===== src/rtl/chess_ctrl_pkg.sv =====
// Shared types and constants for the move-list writer.
package chess_ctrl_pkg;

  // Drain engine states
  typedef enum logic [3:0] {
    ST_IDLE,
    ST_KICK,
    ST_WAIT,
    ST_REQ,
    ST_LATCH,
    ST_SCAN,
    ST_HDR,
    ST_TERM,
    ST_DONE
  } lw_state_e;

  // Slot flag value that marks an empty/invalid slot
  localparam logic SLOT_INVALID = 1'b1;

  // Offsets from the list base: count header, then the first move.
  // The terminator sits at MOVE_OFFSET + count.
  localparam int HDR_OFFSET  = 0;
  localparam int MOVE_OFFSET = 1;

endpackage


===== src/rtl/lmg_list_writer_slot_select.sv =====
// Combinational slot extract: picks one packed slot of a FIFO word by index.
module lmg_slot_select
  import chess_ctrl_pkg::*;
#(
  parameter int SLOTS  = 8,
  parameter int MOVE_W = 18,
  parameter int IDX_W  = 3
) (
  input  logic [SLOTS*(MOVE_W+1)-1:0] word,
  input  logic [IDX_W-1:0]            idx,
  output logic [MOVE_W-1:0]           payload,
  output logic                        invalid
);

  localparam int SLOT_W = MOVE_W + 1;

  logic [SLOTS-1:0][SLOT_W-1:0] slotArr;
  logic [SLOT_W-1:0]            sel;

  assign slotArr = word;

  // index mux; out-of-range index reads as an all-zero slot
  always_comb begin
    sel = '0;
    for (int i = 0; i < SLOTS; i++)
      if (idx == IDX_W'(i)) sel = slotArr[i];
  end

  assign payload = sel[MOVE_W-1:0];
  assign invalid = (sel[MOVE_W] == SLOT_INVALID);

endmodule


===== src/rtl/lmg_list_writer.sv =====
// Drains LMG FIFO words into a compacted move list in RAM:
// moves at LIST_BASE+1.., count header at LIST_BASE, zero terminator after.
module lmg_list_writer
  import chess_ctrl_pkg::*;
#(
  parameter int DATA_WIDTH = 32,
  parameter int ADDR_WIDTH = 15,
  parameter int SLOTS      = 8,
  parameter int MOVE_W     = 18,
  parameter int LIST_BASE  = 16,
  parameter int MAX_MOVES  = 255
) (
  input  logic                             clk,
  input  logic                             reset_n,
  input  logic                             start,
  output logic                             done,
  output logic                             overflow,
  output logic [$clog2(MAX_MOVES+1)-1:0]   move_count,
  output logic                             lmg_reset,
  input  logic                             lmg_done,
  input  logic                             lmg_fifo_empty,
  output logic                             lmg_rden,
  input  logic [SLOTS*(MOVE_W+1)-1:0]      lmg_fifo_out,
  output logic                             ram_wren,
  output logic [ADDR_WIDTH-1:0]            ram_wraddr,
  output logic [DATA_WIDTH-1:0]            ram_data
);

  localparam int CNT_W  = $clog2(MAX_MOVES+1);
  localparam int IDX_W  = (SLOTS > 1) ? $clog2(SLOTS) : 1;
  localparam int WORD_W = SLOTS * (MOVE_W + 1);

  localparam logic [ADDR_WIDTH-1:0] HDR_ADDR  = ADDR_WIDTH'(LIST_BASE + HDR_OFFSET);
  localparam logic [ADDR_WIDTH-1:0] MOVE_ADDR = ADDR_WIDTH'(LIST_BASE + MOVE_OFFSET);
  localparam logic [CNT_W-1:0]      CNT_MAX   = CNT_W'(MAX_MOVES);
  localparam logic [IDX_W-1:0]      IDX_LAST  = IDX_W'(SLOTS - 1);

  lw_state_e state, nxtState;

  logic [WORD_W-1:0] wordReg;
  logic [IDX_W-1:0]  slotIdx;
  logic              anyValid;

  logic [MOVE_W-1:0] slotPayload;
  logic              slotInvalid;

  logic                  nxtReset, nxtRden, nxtWren, nxtDone;
  logic [ADDR_WIDTH-1:0] nxtAddr, termAddr;
  logic [DATA_WIDTH-1:0] nxtData;
  logic                  clrRun, incCount, setOvf, abort;

  lmg_slot_select #(
    .SLOTS  (SLOTS),
    .MOVE_W (MOVE_W),
    .IDX_W  (IDX_W)
  ) uSel (
    .word    (wordReg),
    .idx     (slotIdx),
    .payload (slotPayload),
    .invalid (slotInvalid)
  );

  // count never exceeds MAX_MOVES, the clamp just keeps the bound explicit
  assign termAddr = (move_count >= CNT_MAX) ? MOVE_ADDR + ADDR_WIDTH'(CNT_MAX)
                                            : MOVE_ADDR + ADDR_WIDTH'(move_count);

  assign abort = !start && (state != ST_IDLE) && (state != ST_DONE);

  // next state plus the values the output registers take on this edge;
  // outputs are derived from the next state so they line up with it
  always_comb begin
    nxtState = state;
    nxtReset = 1'b0;
    nxtRden  = 1'b0;
    nxtWren  = 1'b0;
    nxtAddr  = ram_wraddr;
    nxtData  = ram_data;
    nxtDone  = 1'b0;
    clrRun   = 1'b0;
    incCount = 1'b0;
    setOvf   = 1'b0;

    case (state)
      ST_IDLE:  if (start) nxtState = ST_KICK;
      ST_KICK:  nxtState = ST_WAIT;
      ST_WAIT:  if (lmg_done) nxtState = ST_REQ;
      ST_REQ:   nxtState = lmg_fifo_empty ? ST_HDR : ST_LATCH;
      ST_LATCH: nxtState = ST_SCAN;
      ST_SCAN: begin
        if (!slotInvalid) begin
          if (move_count < CNT_MAX) begin
            nxtWren  = 1'b1;
            nxtAddr  = MOVE_ADDR + ADDR_WIDTH'(move_count);
            nxtData  = DATA_WIDTH'(slotPayload);
            incCount = 1'b1;
          end else begin
            setOvf = 1'b1;
          end
        end
        // an all-invalid word marks the end of the list
        if (slotIdx == IDX_LAST)
          nxtState = (anyValid || !slotInvalid) ? ST_REQ : ST_HDR;
      end
      ST_HDR:   nxtState = ST_TERM;
      ST_TERM:  nxtState = ST_DONE;
      ST_DONE:  if (!start) nxtState = ST_IDLE;
      default:  nxtState = ST_IDLE;
    endcase

    if (abort) begin
      nxtState = ST_IDLE;
      nxtWren  = 1'b0;
      incCount = 1'b0;
      setOvf   = 1'b0;
    end

    clrRun   = (state == ST_IDLE) && start;
    nxtReset = (state == ST_IDLE) && (nxtState == ST_KICK);
    nxtRden  = (state == ST_REQ) && (nxtState == ST_LATCH);
    nxtDone  = (nxtState == ST_DONE);

    if (nxtState == ST_HDR) begin
      nxtWren = 1'b1;
      nxtAddr = HDR_ADDR;
      nxtData = DATA_WIDTH'(move_count);
    end else if (nxtState == ST_TERM) begin
      nxtWren = 1'b1;
      nxtAddr = termAddr;
      nxtData = '0;
    end
  end

  // state register
  always_ff @(posedge clk or negedge reset_n) begin
    if (!reset_n) state <= ST_IDLE;
    else          state <= nxtState;
  end

  // registered outputs, move count and sticky overflow
  always_ff @(posedge clk or negedge reset_n) begin
    if (!reset_n) begin
      lmg_reset  <= 1'b0;
      lmg_rden   <= 1'b0;
      ram_wren   <= 1'b0;
      ram_wraddr <= '0;
      ram_data   <= '0;
      done       <= 1'b0;
      move_count <= '0;
      overflow   <= 1'b0;
    end else begin
      lmg_reset  <= nxtReset;
      lmg_rden   <= nxtRden;
      ram_wren   <= nxtWren;
      ram_wraddr <= nxtAddr;
      ram_data   <= nxtData;
      done       <= nxtDone;
      if (clrRun) begin
        move_count <= '0;
        overflow   <= 1'b0;
      end else begin
        if (incCount) move_count <= move_count + CNT_W'(1);
        if (setOvf)   overflow   <= 1'b1;
      end
    end
  end

  // FIFO word capture and slot walk
  always_ff @(posedge clk or negedge reset_n) begin
    if (!reset_n) begin
      wordReg  <= '0;
      slotIdx  <= '0;
      anyValid <= 1'b0;
    end else if (state == ST_LATCH) begin
      wordReg  <= lmg_fifo_out;
      slotIdx  <= '0;
      anyValid <= 1'b0;
    end else if (state == ST_SCAN) begin
      slotIdx  <= slotIdx + IDX_W'(1);
      anyValid <= anyValid | !slotInvalid;
    end
  end

endmodule


===== config.mk =====
export PLATFORM = sky130hd
export DESIGN_NAME = lmg_list_writer
export DESIGN_NICKNAME = d
export VERILOG_FILES = /design/src/rtl/chess_ctrl_pkg.sv /design/src/rtl/lmg_list_writer_slot_select.sv /design/src/rtl/lmg_list_writer.sv
export SDC_FILE = /design/constraint.sdc
export NUM_CORES = 1
export LEC_CHECK = 0
export CAP_MARGIN = 40
export CELL_PAD_IN_SITES_DETAIL_PLACEMENT = 1
export CELL_PAD_IN_SITES_GLOBAL_PLACEMENT = 2
export CORE_MARGIN = 1
export CORE_UTILIZATION = 32
export CTS_BUF_LIST = sky130_fd_sc_hd__clkbuf_8
export DETAILED_ROUTE_END_ITERATION = 8
export GPL_TIMING_DRIVEN = 0
export PLACE_DENSITY = 0.83
export SLEW_MARGIN = 0
export SYNTH_ARGS = -nofsm -noshare
export SYNTH_HDL_FRONTEND = slang
export SYNTH_SLANG_ARGS = --single-unit

===== constraint.sdc =====
create_clock -name clk -period 8.3 [get_ports clk]
set_clock_uncertainty 0.2 [all_clocks]
set_input_delay 1.245 -clock clk [delete_from_list [all_inputs] [get_ports clk]]
set_output_delay 1.245 -clock clk [all_outputs]
set_load 0.05 [all_outputs]

=== After elaboration in Yosys (flattened, before gate mapping) ===
Index checks and enable logic that the tools add are counted.

* Reductions and logical operators: 17
* Bitwise logic cells: 1
* Add/sub/neg operators: 3
* Mux-type cells: 45
* Eq/ne operators: 22
* Order comparisons: 2

{| class="wikitable"
|+ Operators with widths
! cell !! number
|-
| 32-bit two-way mux || 5
|-
| 19-bit two-way mux || 8
|-
| 15-bit two-way mux || 6
|-
| 4-bit one-hot mux with 9 select lines || 1
|-
| 4-bit by 3-bit equality test with 1-bit output (second input constant) || 7
|-
| 4-bit two-way mux || 5
|-
| 8-bit two-way mux || 2
|-
| 1-bit two-way mux || 14
|-
| 3-bit equality test (second input constant) || 4
|-
| 5-bit by 8-bit adder with 9-bit output (first input constant) || 1
|-
| 3-bit two-way mux || 3
|-
| 8-bit by 1-bit adder with 8-bit output (second input constant) || 1
|-
| 4-bit by 1-bit equality test with 1-bit output (second input constant) || 2
|-
| 4-bit by 2-bit equality test with 1-bit output (second input constant) || 2
|-
| 4-bit equality test (second input constant) || 2
|-
| 8-bit greater-or-equal comparator (second input constant) || 1
|-
| 8-bit < comparator (second input constant) || 1
|-
| 3-bit by 2-bit equality test with 1-bit output (second input constant) || 2
|-
| 2-bit nonzero test || 3
|-
| 3-bit nonzero test || 2
|-
| 1-bit logical AND || 5
|-
| 4-bit logical NOT || 1
|-
| 4-bit != test (second input constant) || 1
|-
| 4-bit nonzero test || 1
|-
| other kinds (9) || 10
|}

* Input bits: 157
* Flip-flop bits (word level): 220
* Word-level logic and storage cells: 102

=== Logic depth before layout (Yosys ltp) ===
Gate-level depths: netlist of run 1.

* Depth in word-level cells: 18
* Mapped depth: 11
* Gate-level depth less buffers: 7

=== Cells and area by module ===
Synthesis of run 1 repeated with hierarchy kept, for this count alone.

* Cell total of the unflattened synthesis: 763
* Area total of the unflattened synthesis: 9,781.9 sq um

{| class="wikitable"
|+ Modules (own cells, without submodules)
! module !! sequential area each (sq um) !! area each (sq um) !! cells an instance !! times used
|-
| lmg_list_writer || 5,004.8 || 8,047.7 || 563 || 1
|-
| lmg_slot_select || 0.0 || 1,734.2 || 200 || 1
|}

=== Least setup slack after synthesis of run 1 ===
OpenSTA, ideal clock, no wires.

* Path type: reg-to-reg
* From: reg slotIdx[2]
* To: reg move_count[5]
* Path slack: 5,365 ps
* Buffers on the path: 4
* Clock period less this slack: 2,935 ps
* Data arrival time: 2,657 ps
* Stages on the path, launching flop included: 12
* Path through: dfrtp_1 > inv_1 > clkbuf_1 > buf_1 > ha_1 > or2_1 > buf_4 > a221oi_2 > o221a_4 > buf_6 > or4_1 > a21oi_1

* Word-level cells in the longest chain between the ends: 13
* Elaborated cells between the ends (all ways): 20
* Those cells by class: eq/ne (7); mux (11); reduce/logical (2)

{| class="wikitable"
|+ Ends and longest elaborated chain
! item !! line !! text
|-
| start: declaration || lmg_list_writer.sv:41 || <nowiki>logic [IDX_W-1:0] slotIdx;</nowiki>
|-
| start signal: assignment || lmg_list_writer.sv:178 || <nowiki>slotIdx <= slotIdx + IDX_W'(1);</nowiki>
|-
| 3-bit logical NOT || lmg_list_writer_slot_select.sv:26 || <nowiki>if (idx == IDX_W'(i)) sel = slotArr[i];</nowiki>
|-
| 19-bit two-way mux (7 in series) || lmg_list_writer_slot_select.sv:26 ||
|-
| 19-bit two-way mux * || lmg_list_writer_slot_select.sv:26 ||
|-
| 1-bit two-way mux * || lmg_list_writer.sv:90 || <nowiki>if (!slotInvalid) begin</nowiki>
|-
| 1-bit two-way mux * || lmg_list_writer.sv:83 || <nowiki>case (state)</nowiki>
|-
| 1-bit two-way mux * || lmg_list_writer.sv:110 || <nowiki>if (abort) begin</nowiki>
|-
| 2-bit nonzero test (no source line) * || - ||
|-
| end signal: assignment || lmg_list_writer.sv:161 || <nowiki>if (incCount) move_count <= move_count + CNT_W'(1);</nowiki>
|-
| end: declaration || lmg_list_writer.sv:18 || <nowiki>output logic [$clog2(MAX_MOVES+1)-1:0] move_count,</nowiki>
|}

Mark *: on every way between the ends. The rest lies on a longest branch, timed or not.
A chain may end at the register's enable or synchronous reset.

=== Final worst setup path of run 1 ===
* From: reg slotIdx[2]
* To: reg ram_data[7]

* Word-level cells in the longest chain between the ends: 18
* Elaborated cells between the ends (all ways): 33
* Those cells by class: eq/ne (10); mux (17); reduce/logical (6)

{| class="wikitable"
|+ Ends and longest elaborated chain
! item !! line !! text
|-
| 3-bit logical NOT || lmg_list_writer_slot_select.sv:26 ||
|-
| 19-bit two-way mux (8 in series) || lmg_list_writer_slot_select.sv:26 ||
|-
| 1-bit logical NOT || lmg_list_writer.sv:102 || <nowiki>nxtState = (anyValid || !slotInvalid) ? ST_REQ : ST_HDR;</nowiki>
|-
| 1-bit logical OR || lmg_list_writer.sv:102 ||
|-
| 3-bit two-way mux || lmg_list_writer.sv:102 ||
|-
| 4-bit two-way mux || lmg_list_writer.sv:101 || <nowiki>if (slotIdx == IDX_LAST)</nowiki>
|-
| 4-bit one-hot mux with 9 select lines || lmg_list_writer.sv:83 ||
|-
| 4-bit two-way mux || lmg_list_writer.sv:110 ||
|-
| 4-bit by 3-bit equality test with 1-bit output (on tied branches) || lmg_list_writer.sv:122, lmg_list_writer.sv:126 ||
|-
| 3-bit != test (no source line) (tied with other cells) || - ||
|-
| 3-bit AND reduction (no source line) / 32-bit two-way mux (equally long branches) || - ||
|-
| end signal: assignment || lmg_list_writer.sv:155 || <nowiki>ram_data <= nxtData;</nowiki>
|-
| end: declaration || lmg_list_writer.sv:26 || <nowiki>output logic [DATA_WIDTH-1:0] ram_data</nowiki>
|}

Parallel ways exist; a longest one is shown, timed or not. The select of a mux whose other input is x is not followed.

==> results of run 1 <==
==> cell families (layout without fill, tap and decap cells) <==
logic type,count (synthesis),count (layout)
fa+ha+maj,7,7
other cells,1,21
mux,138,138
xor+xnor,6,6
flops,200,200
buf+inv,114,344
simple gates,158,158
compound gates,251,251
==> state kept, by name (all words and copies together), names as in the netlist <==
name	cells
state	4
overflow	1
anyValid	1
ram_data	18
ram_wraddr	9
ram_wren	1
done	1
lmg_reset	1
wordReg	152
move_count	8
slotIdx	3
lmg_rden	1
==> worst reg2reg max path: stages, from the launching register on <==
cell and delay, ns:
dfrtp_1 0.50, inv_1 0.22, clkbuf_1 0.56, buf_1 0.48
ha_1 0.30, or2_1 0.12, buf_4 0.19, a221oi_2 0.08
o221ai_2 0.45, clkbuf_1 0.51, a211oi_1 0.18, a211oi_1 0.23
==> through the flow <==
stage / instances / hold slack, ns
global route: 1515 / 0.326
floorplan: 894 / 0.255
detailed placement: 1482 / 0.286
global placement: 1480 / 0.273
CTS: 1514 / 0.311
finish: 1515 / 0.304
==> cells in the mapped netlist, drive strengths merged (7+ instances only) <==
| cell type | number |
|---|---|
| ha | 7 |
| nand3b | 13 |
| a22o | 17 |
| buf | 59 |
| a211oi | 28 |
| o21ai | 53 |
| inv | 34 |
| nand2 | 76 |
| a21oi | 66 |
| o22ai | 28 |
| a31oi | 9 |
| dfrtp | 200 |
| a221oi | 21 |
| clkbuf | 21 |
| nor2 | 30 |
| mux2 | 133 |
==> final cells by class <==
class	instances	area, sq um
sequential	200	5000
buffer	80	432
tap	390	488
timing repair buffer	198	2000
clock inverter	14	184
multi-input combinational	580	4260
inverter	34	128
clock buffer	18	248
antenna	1	2.50
fill	3280	17000
==> metal layers <==
layer,vias up,routed length (microns)
li1,3606,-
met1,4017,14700
met2,208,15900
met3,36,1600
met4,0,821
met5,-,0
==> where the power goes <==
group	internal, mW	switching [mW]
clock	0.314	0.380
combinational	0.873	1.14
sequential	1.42	0.265
total	2.60	1.79
==> path summary, 6_finish.rpt <==
check / startpoint / end / slack (ns) / cells past startpoint
hold reg to reg: anyValid / anyValid / 0.30 / 2
setup reg to reg: slotIdx[2] / ram_data[7] / 4.20 / 11
setup / recovery: slotIdx[2] / ram_data[7] / 4.20 / 11
hold / removal: anyValid / anyValid / 0.30 / 2
min in group asynchronous: reset_n / move_count[7] / 0.59 / 1
max in group asynchronous: reset_n / wordReg[96] / 6.27 / 2
==> reports/summary.txt, run 1 <==
Run status - completed
Dominant combinational cell family by area after synthesis - compound AO/OA/AOI/OAI gates
Final max-slew violation count - 0
Clk sinks - 200
Number of buffers added for setup after CTS - 0
WP data arrival - 4.28 ns
Number of hold violations in the final report - 0
Number of nets in the final layout - 1,275
Endpoint required time on the critical path - 8.48 ns
Cell Pwr Density - 345 mW/mm^2
Met2 Usage GRT - 35.4%
Number of buffers created by CTS - 17
Fraction of layout instances using a drive strength above 1 - 21.2%
Largest net degree at the start of global routing - 107
Proportion of netlist area held by the largest area contributor - 51.3%
Cell at the root of the clock tree - clkbuf_8
Max Clk Rate - 244 MHz
Kind of start point of the critical path - flop
DRC viols - 0
Estimated wirelength of the detail-placed design - 25,100 microns
Cell breakdown of the critical path - inv_1 > clkbuf_1 > buf_1 > ha_1 > or2_1 > buf_4 > a221oi_2 > o221ai_2 > clkbuf_1 > a211oi_1 > a211oi_1
Share of the synthesized area in compound gates (AO/OA/AOI/OAI) - 17.7%
Final Worst Setup Slack - 4.20 ns
Die W - 177 microns
Crit-path slowest cell - clkbuf_1
Multiplexer area fraction after synthesis - 15.9%
Gpl congestion - 0.839
Sum of overflow across all layers after global routing - 0
Worst-Margin Slew - 0.741 ns
Die height - 177 microns
Placeable core region - 0.0298 sq mm
Worst path buffer plus inverter count - 5
Portion of the post-synthesis area used by sequential elements - 51.3%
Total of flip-flops plus latches after synthesis - 200
Most used flip-flop cell after synthesis - dfrtp_1
GR met1 Demand/Resource - 29.0%
Detailed-route via count - 7,867
Total die area - 0.0312 sq mm
Post-Route Utilization - 42.8%
Cell types occupying the most area after synthesis - dfrtp_1 51%, mux2_2 15%, a21oi_1 3.3%
Commonest non-fill, non-tap cell in the layout - dfrtp_1
Detailed-route vias per instance - 5.19
Element type at the critical path end - flop
Grt peak-use layer - met2
Critical path peak fanout - 10
Most used cells in the layout excluding fill and tap cells - 200 x dfrtp_1, 195 x clkdlybuf4s50_1, 133 x mux2_2
Number of enable flip-flop cells after synthesis - 0
TritonCTS clock tree - done
IO Pins - 217
Fraction of the mapped netlist area in simple logic gates - 7.93%
Total wire length after detailed routing - 32,900 microns
Maximum number of buffers from clock root to sink - 2
Time the worst path needs with I/O delays and setup - 4.10 ns
Number of buffers added to fix hold violations after cts - 0
Starting density of the core - 32.7%
Skew-Pair Late Insertion Delay - 0.48 ns
Cell Rows - 63
Number of max-capacitance violations reported - 0
Reg clk slew, reported paths - 0.11 ns
Number of different library cells in the post-synthesis netlist - 68
Worst relative slew slack - 50.6%
Combined global-route utilization of all metal layers - 21.7%
Max VDD drop - 0.149 mV
Syn Inst Count - 875
Layout-stage area growth over the synthesis result - 30.7%
Post-route cell area - 0.0127 sq mm
Total negative slack for setup checks - 0 ns
Portion of the clock cycle consumed by the worst path in the final layout - 49.4%
Total placed instance area - 0.0123 sq mm
Type of the worst min-delay path - reg -> reg
Number of gates given a new drive strength after cts - 0
Sum of internal, switching and leakage power - 4.39 mW
Cell class contributing the biggest share of worst-path delay - buffers and inverters
Via count of the first global-routing pass - 8,350
Share of flip-flops with an asynchronous set or reset after synthesis - 100%
Post-detailed-route count of antenna-violating nets - 0
Initial antenna violation count - 1
Number of synthesis warnings - 0
RSZ-0062 raised after global routing - no
Area leader, netlist - dfrtp_1
Count of endpoints failing setup in the final report - 0
Cell leakage power - 5.28 nW
Adder-Cell Fraction of Synth Area - 0.898%
Worst slack after detailed placement - 4.19 ns
GR met3 Demand/Resource - 3.85%
Number of DRC markers after the initial detailed-route iteration - 414
Routed wire per std cell - 21.7 microns
Netlist Area Pre-Place - 0.00975 sq mm
H-Tree Depth - 4
Global-route wire length before repair - 50,400 microns
Type of the setup path with the least slack - reg -> reg
Input/output buffers - 196
Largest incremental delay on the critical path - 0.56 ns
Post-synthesis share of cell area spent on xor and xnor gates - 0.539%
Detailed Routing Iterations Pass 1 - 4
Synthesized area per cell - 11.1 sq um
Power figures use the tool's default switching activity.
==> run 2, diff against run 1 <==
Clock period 8.3 ns to 4 ns, I/O delays scaled along.
==> run 2 against run 1 <==
  * Sequential power up 110%
  * Worst setup slack got worse by 4.0 ns
  * Worst hold slack improved by 0.00089 ns
  * Wire length about the same
  * Die area did not move
  * Critical path type unchanged
==> reports/summary.txt, run 2 (same netlist as run 1, synthesis figures left out) <==
Run status - completed
Total negative slack for setup checks - 0 ns (unchanged)
GR met3 Demand/Resource - 3.85% (unchanged)
Endpoint required time on the critical path - 4.17 ns (-4.31 ns)
Hold path depth - 2 (unchanged)
Number of hold violations in the final report - 0 (unchanged)
Total placed instance area - 0.0123 sq mm (unchanged)
Cell Rows - 63 (unchanged)
Clk sinks - 200 (unchanged)
Number of nets in the final layout - 1,278 (+0.24%)
Registers with the most flip-flops - wordReg: 152 flops, ram_data: 18 flops, ram_wraddr: 9 flops
Final max-slew violation count - 0 (unchanged)
Combined global-route utilization of all metal layers - 21.7% (about the same)
Post-Route Utilization - 42.9% (+0.097 points)
Initial antenna violation count - 1 (unchanged)
Detailed-route via count - 7,876 (+0.11%)
Number of buffers created by CTS - 17 (unchanged)
Type of the worst min-delay path - reg -> reg
Number of DRC markers after the initial detailed-route iteration - 389 (-6.0%)
IO Pins - 217 (unchanged)
Most used cells in the layout excluding fill and tap cells - 200 x dfrtp_1, 195 x clkdlybuf4s50_1, 133 x mux2_2
Routed wire per std cell - 21.7 microns (-0.27%)
RSZ-0062 raised after global routing - no
Reg with most FFs - wordReg
Estimated wirelength of the detail-placed design - 25,100 microns (unchanged)
Cell at the root of the clock tree - clkbuf_8
Worst relative slew slack - 50.8% (+0.23 points)
Critical path peak fanout - 10 (unchanged)
Detailed Routing Iterations Pass 1 - 4 (unchanged)
Gpl congestion - 0.839 (unchanged)
WP data arrival - 3.98 ns (-0.30 ns)
Worst hold slack after final layout - 0.305 ns (+0.000894 ns)
Cell Pwr Density - 714 mW/mm^2 (+110%)
Max VDD drop - 0.310 mV (+110%)
Maximum number of buffers from clock root to sink - 2 (unchanged)
Skew-Pair Late Insertion Delay - 0.48 ns (about the same)
Cell class contributing the biggest share of worst-path delay - buffers and inverters
Element type at the critical path end - flop
Post-detailed-route count of antenna-violating nets - 0 (unchanged)
H-Tree Depth - 4 (unchanged)
Post-route cell area - 0.0128 sq mm (+0.23%)
Fraction of layout instances using a drive strength above 1 - 21.6% (+0.39 points)
Largest incremental delay on the critical path - 0.51 ns (-0.05 ns)
Crit-path slowest cell - clkbuf_1
Global-route wire length before repair - 50,400 microns (about the same)
DRC viols - 0 (unchanged)
Cell leakage power - 5.30 nW (+0.41%)
Commonest non-fill, non-tap cell in the layout - dfrtp_1
Count of cells along the worst register-to-register path - 10 (-1)
Crit. path cell count - 10 (-1)
Layout Cells excl Fill - 1,518 (+0.20%)
Starting density of the core - 32.7% (unchanged)
Type of the setup path with the least slack - reg -> reg
Largest net degree at the start of global routing - 107 (unchanged)
Count of endpoints failing setup in the final report - 0 (unchanged)
Kind of start point of the critical path - flop
Die W - 177 microns (unchanged)
Input/output buffers - 196 (unchanged)
Met2 Usage GRT - 35.4% (about the same)
Placeable core region - 0.0298 sq mm (unchanged)
Die height - 177 microns (unchanged)
Detailed-route vias per instance - 5.19 (about the same)
Time the worst path needs with I/O delays and setup - 3.81 ns (-0.288 ns)
Flip-flop count of the largest register, all copies and words added - 152 (unchanged)
Total wire length after detailed routing - 32,900 microns (about the same)
Worst-Margin Slew - 0.738 ns (-0.00346 ns)
Worst path buffer plus inverter count - 5 (unchanged)
Grt peak-use layer - met2
Layout-stage area growth over the synthesis result - 31.0%
Portion of the clock cycle consumed by the worst path in the final layout - 95.2% (+46 points)
Cell breakdown of the critical path - inv_1 > clkbuf_2 > buf_1 > ha_1 > clkbuf_1 > clkbuf_1 > a21oi_1 > o21ai_0 > a21oi_1 > a211oi_1
TritonCTS clock tree - done
Number of placed cells counting well taps - 1,482 (unchanged)
Max Clk Rate - 263 MHz (+7.6%)
Reg clk slew, reported paths - 0.09 ns (-0.02 ns)
Total die area - 0.0312 sq mm (unchanged)
Via count of the first global-routing pass - 8,360 (+0.12%)
Number of max-capacitance violations reported - 0 (unchanged)
Sum of overflow across all layers after global routing - 0 (unchanged)
GR met1 Demand/Resource - 29.0% (about the same)
## run 2: layout make-up
cell class / instances / area (sq um)
Antenna cell: 1 / 2.50
Buffer: 80 / 435
Clock buffer: 18 / 248
Clock inverter: 14 / 184
Fill cell: 3280 / 17000
Inverter: 34 / 128
Multi-Input combinational cell: 580 / 4260
Sequential cell: 200 / 5000
Tap cell: 390 / 488
Timing Repair Buffer: 201 / 2020
## run 2: repair_timing
item,CTS,global route
setup endpoints to repair,10,10
endpoints found under the hold margin,94,0
setup buffers,0,2
gates resized for setup,1,4
hold buffers,1,0
gates cloned,0,0
pin swaps,0,1
## run 2: worst min-delay path, delay by kind of cell (launching register included)
| family | cells | cell delay, ns |
|---|---|---|
| simple gates | 1 | 0.08 |
| flops | 1 | 0.35 |
| compound gates | 1 | 0.04 |
## run 2: metrics by stage
step	setup slack (ns)	power, mW
2_1_floorplan	1.07	6.20
3_3_place_gp	-6.51	7.57
3_5_place_dp	-0.110	7.72
4_1_cts	0.151	9.17
5_1_grt	0.00813	9.69
6_report	0.191	9.12
## run 2: worst paths after layout
kind / slack (ns) / to / from
max: 0.19 / ram_data[3] / slotIdx[2]
min: 0.30 / anyValid / anyValid
max reg2reg: 0.19 / ram_data[3] / slotIdx[2]
min reg2reg: 0.30 / anyValid / anyValid
max in group asynchronous: 2.03 / slotIdx[2] / reset_n
min in group asynchronous: 0.53 / move_count[7] / reset_n
## run 2: report_power, final
part | switching [mW] | internal, mW
clock | 0.791 | 0.652
combinational | 2.37 | 1.82
sequential | 0.550 | 2.94
total | 3.71 | 5.41
## run 2: per-layer routing
metal	vias up	part of all wire [%]
li1	3608	-
met1	4040	45
met2	195	48
met3	33	4.4
met4	0	2.4
met5	-	0
